`src/rtl/light_pattern_ctrl.sv`:
```
// light_pattern_ctrl: steps one LED through OFF/STEADY/BLINK/BREATHE patterns on debounced button presses.
module light_pattern_ctrl #(
    parameter int CLK_DIV        = 50000,
    parameter int BLINK_TICKS    = 250,
    parameter int PWM_BITS       = 8,
    parameter int DEBOUNCE_TICKS = 20
) (
    input  logic       clk,
    input  logic       rst,
    input  logic       btn,
    input  logic       en,
    output logic [1:0] mode,
    output logic       light,
    output logic       tick
);
    localparam int DW = $clog2(CLK_DIV);
    localparam int BW = $clog2(BLINK_TICKS + 1);
    localparam int KW = $clog2(DEBOUNCE_TICKS + 1);

    typedef enum logic [1:0] {OFF, STEADY, BLINK, BREATHE} mode_e;

    mode_e               mode_q, mode_d;
    logic [DW-1:0]       div_cnt_q, div_cnt_d;
    logic [KW-1:0]       deb_cnt_q, deb_cnt_d;
    logic [BW-1:0]       blink_cnt_q, blink_cnt_d;
    logic [PWM_BITS-1:0] pwm_cnt_q, pwm_cnt_d, duty_q, duty_d;
    logic                tick_q, tick_d, sync1_q, sync1_d, sync2_q, sync2_d, deb_q, deb_d;
    logic                phase_q, phase_d, dir_q, dir_d, light_q, light_d;
    logic                tick_en, deb_hit, adv, blink_wrap, step, turn;

    always_comb begin
        // a tick whose enable dropped in the same cycle is swallowed
        tick_en    = tick_q && en;
        div_cnt_d  = !en ? div_cnt_q : (div_cnt_q == DW'(CLK_DIV - 1)) ? '0 : div_cnt_q + DW'(1);
        tick_d     = en && (div_cnt_q == DW'(CLK_DIV - 1));
        sync1_d    = btn;
        sync2_d    = sync1_q;
        deb_hit    = tick_en && (sync2_q != deb_q) && (deb_cnt_q == KW'(DEBOUNCE_TICKS - 1));
        deb_cnt_d  = !tick_en ? deb_cnt_q : (sync2_q == deb_q || deb_hit) ? '0 : deb_cnt_q + KW'(1);
        deb_d      = deb_hit ? ~deb_q : deb_q;
        adv        = deb_hit && !deb_q;
        mode_d     = adv ? mode_e'(mode_q + 2'd1) : mode_q;
        blink_wrap = blink_cnt_q == BW'(BLINK_TICKS - 1);
        blink_cnt_d = adv ? '0 : (tick_en && mode_q == BLINK) ? (blink_wrap ? '0 : blink_cnt_q + BW'(1)) : blink_cnt_q;
        phase_d    = adv ? 1'b1 : (tick_en && mode_q == BLINK && blink_wrap) ? ~phase_q : phase_q;
        // dir_q: 0 = up, 1 = down; at either end the direction flips and the step follows it
        step       = tick_en && mode_q == BREATHE;
        turn       = dir_q ? (duty_q == '0) : (duty_q == '1);
        dir_d      = adv ? 1'b0 : (step && turn) ? ~dir_q : dir_q;
        duty_d     = adv ? '0 : !step ? duty_q : (dir_q ^ turn) ? duty_q - PWM_BITS'(1) : duty_q + PWM_BITS'(1);
        pwm_cnt_d  = adv ? '0 : en ? pwm_cnt_q + PWM_BITS'(1) : pwm_cnt_q;
        light_d    = !en ? 1'b0 :
                     (mode_q == OFF)    ? 1'b0 :
                     (mode_q == STEADY) ? 1'b1 :
                     (mode_q == BLINK)  ? phase_q : (pwm_cnt_q < duty_q);
    end

    always_ff @(posedge clk or negedge rst) begin
        if (!rst) begin
            mode_q      <= OFF;
            div_cnt_q   <= '0;
            tick_q      <= 1'b0;
            sync1_q     <= 1'b0;
            sync2_q     <= 1'b0;
            deb_q       <= 1'b0;
            deb_cnt_q   <= '0;
            blink_cnt_q <= '0;
            phase_q     <= 1'b1;
            pwm_cnt_q   <= '0;
            duty_q      <= '0;
            dir_q       <= 1'b0;
            light_q     <= 1'b0;
        end else begin
            mode_q      <= mode_d;
            div_cnt_q   <= div_cnt_d;
            tick_q      <= tick_d;
            sync1_q     <= sync1_d;
            sync2_q     <= sync2_d;
            deb_q       <= deb_d;
            deb_cnt_q   <= deb_cnt_d;
            blink_cnt_q <= blink_cnt_d;
            phase_q     <= phase_d;
            pwm_cnt_q   <= pwm_cnt_d;
            duty_q      <= duty_d;
            dir_q       <= dir_d;
            light_q     <= light_d;
        end
    end

    assign mode  = mode_q;
    assign light = light_q;
    assign tick  = tick_en;
endmodule

```
`config.mk`:
```
export PLATFORM = sky130hd
export DESIGN_NAME = light_pattern_ctrl
export DESIGN_NICKNAME = d
export VERILOG_FILES = /design/src/rtl/light_pattern_ctrl.sv
export SDC_FILE = /design/constraint.sdc
export NUM_CORES = 1
export LEC_CHECK = 0
export ABC_AREA = 1
export BUFFER_PORTS_ARGS = -buffer_cell sky130_fd_sc_hd__buf_2
export CORE_AREA = 2 2 103 115
export CTS_CLUSTER_SIZE = 28
export DETAILED_ROUTE_END_ITERATION = 12
export DIE_AREA = 0 0 105 117
export SETUP_SLACK_MARGIN = 0.4
export SLEW_MARGIN = 25
export SYNTH_ARGS = -nofsm -noshare
export SYNTH_HDL_FRONTEND = slang
export SYNTH_SLANG_ARGS = --single-unit
```
`constraint.sdc`:
```
create_clock -name clk -period 5 [get_ports clk]
set_input_delay 1 -clock clk [delete_from_list [all_inputs] [get_ports clk]]
set_output_delay 1 -clock clk [all_outputs]
set_load 0.03 [all_outputs]
```
==> results.json <==
{
  "status": "finished, final reports clean",
  "holdPathStages": 0,
  "cts_buffer_depth": 2,
  "antenna_found_initial": 0,
  "relSlewSlack": 0.539,
  "htreeDepth": 2,
  "worst_slack_ns": 2.23,
  "critPathArrivalTime_ns": 1.77,
  "maxSlewViolCount": 0,
  "die_area_mm2": 0.0123,
  "routed_via_density": 4.56,
  "tns_ns": 0,
  "fp.coreArea_mm2": 0.0112,
  "numPortBuffers": 7,
  "synth_top_area_share": 0.403,
  "first_pass_iters": 4,
  "n_antenna_cell": 0,
  "yosys_warnings": 0,
  "yosys-top-cells-area": "dfrtp_1 (40%), nand2_1 (11%), ha_1 (7.6%), inv_1 (7.4%), nand3_1 (5.0%)",
  "start_kind": "input pin",
  "ctsResizeCount": 0,
  "drt_iter0_markers": 133,
  "rsz0062_at_grt": "no",
  "dr.max_layer_used": "met4",
  "critPathRequiredTime_ns": 4.00,
  "p_int_uw": 777,
  "vias": 2681,
  "worstMarginPinSlew_ns": 0.692,
  "grt_use_total": 0.116,
  "clk_latency_ns": 0.29,
  "pin_count": 8,
  "dp_slack_ns": 2.22,
  "async_flop_share": 1.00,
  "wl_met1_mm": 3.10,
  "wl_met3_um": 176,
  "crit_fanout": 16,
  "reg2reg_depth": 14,
  "place.gp.congestion": 0.826,
  "initial_core_util": 0.295,
  "syn_nets": 451,
  "switching_share": 0.290,
  "wirelength_mm": 6.55,
  "routed-wl-met2_mm": 3.19,
  "power_frac_comb": 0.162,
  "cts_made_buffers": 5,
  "fp.dieW_um": 105,
  "grt_pass1_vias": 2580,
  "rows": 41,
  "drc": 0,
  "fin_util": 0.327,
  "totalPowerFinal_uw": 1090,
  "synth_edf_count": 0,
  "pwr_density_cell_mw_per_mm2": 299,
  "avgRoutedWirePerCell_um": 11.1,
  "ant_nets": 0,
  "syn_area_mm2": 0.00329,
  "yosysTopAreaCell": "dfrtp_1",
  "nFillCells": 1230,
  "cts_tree": "built",
  "synth_seq_cells": 54,
  "yosysSeqAreaShare": 0.411,
  "drive_gt1_frac": 0.0662,
  "power_leakage_uw": 0.00183,
  "dpl.hpwl_mm": 4.96,
  "area_growth_pct": 11.0,
  "pwr-share-clk": 0.334,
  "synth.distinct_cells": 33,
  "grt_max_degree": 55,
  "cp-end-kind": "output pin",
  "syn_area_per_cell_um2": 7.73,
  "cts.clk_slew.worst_paths_ns": 0.07,
  "fin_skew_ns": 0.00793,
  "clock.fmax_ghz": 0.361,
  "p_sw_uw": 318,
  "ys.flop_type": "dfrtp_1",
  "period_share": 0.554,
  "peakVddDrop_v": 0.000181,
  "placed_area_mm2": 0.00349,
  "design_area_mm2": 0.00366,
  "period_minus_slack_ns": 2.77,
  "setup_violations": 0,
  "cts_setup_buffers": 0,
  "die_h_um": 117,
  "grt_pass1_wl_mm": 11.7,
  "synth_common_cells": "nand2_1 (94), inv_1 (65), dfrtp_1 (53), nor2_1 (40), nand3_1 (33)",
  "worstSetupPathType": "input pin to output pin",
  "hold_viol": 0,
  "cts.sinks": 54,
  "cts_hold_buf": 0,
  "min_path_type": "register to register",
  "num-nets-final": 462,
  "cts-root-buf": "clkbuf_16",
  "synth_cells": 426,
  "overflow": 0,
  "p_seq_frac": 0.504,
  "yosysMostFrequentCell": "nand2_1",
  "drv_cap": 0
}
flip-flops by register name, summed over array words and instances (netlist names), 2 cells and up:
| signal | cells |
|---|---|
| mode | 2 |
| duty_q | 8 |
| pwm_cnt_q | 8 |
| blink_cnt_q | 8 |
| div_cnt_q | 16 |
| deb_cnt_q | 5 |
layer usage:
layer,track usage,vias up
li1,-,1400
met1,0.143,1256
met2,0.209,20
met3,0.0205,5
met4,0.0347,0
met5,0,-
per-stage QoR:
stage / instances / hold slack [ns]
after global placement: 580 / 0.332
after CTS: 588 / 0.354
after floorplan: 426 / 0.331
after detailed placement: 580 / 0.337
after global routing: 588 / 0.371
final: 588 / 0.349
placed cells by master (no fill, tap or decap), drive strengths merged:
cell type  instances
nand4             13
o21a               1
clkinv             1
nor2              42
a21oi             20
o22ai              6
clkbuf             7
and3               1
o21ai             20
fa                 1
nor3b              1
inv               66
xor2              17
dfstp              1
nand2             97
nand3             33
nand3b             4
nor3              13
o31ai              1
o211ai             2
or2                5
ha                20
a21boi             1
xnor2              4
dfrtp             53
buf                8
critical path, stage by stage:
cell	delay [ns]
buf_2	0.26
nand2_2	0.17
inv_2	0.13
buf_2	0.20
power by group through the flow:
stage	logic, uW	registers [uW]	clock network (uW)
floorplan	141	545	0
global placement	172	560	0
detailed placement	180	561	0
CTS	180	553	381
global route	212	565	397
finish	177	552	365
area by class of cell:
cell class | count | area (um2) | area share
inverter | 66 | 248 | 0.0678
tap | 150 | 188 | 0.0513
multi-input combinational | 302 | 1660 | 0.455
clock inverter | 1 | 8.76 | 0.00240
timing repair buffer | 8 | 42.5 | 0.0116
clock buffer | 7 | 153 | 0.0418
sequential | 54 | 1350 | 0.370
kinds of logic after synthesis:
kind of cell	Yosys count	share of synthesized area
compound gates	51	0.0836
buf+inv	70	0.0843
fa+ha+maj	21	0.0820
xor+xnor	21	0.0558
simple gates	209	0.284
flops	54	0.411
final timing paths:
kind,startpoint,end,slack [ns]
setup reg to reg,duty_q[0],duty_q[7],2.57
min in group asynchronous,rst,div_cnt_q[9],0.83
setup / recovery,en,tick,2.23
hold reg to reg,sync1_q,sync2_q,0.35
max in group asynchronous,rst,blink_cnt_q[3],3.71
hold / removal,sync1_q,sync2_q,0.35
Power figures use the tool's default switching activity.
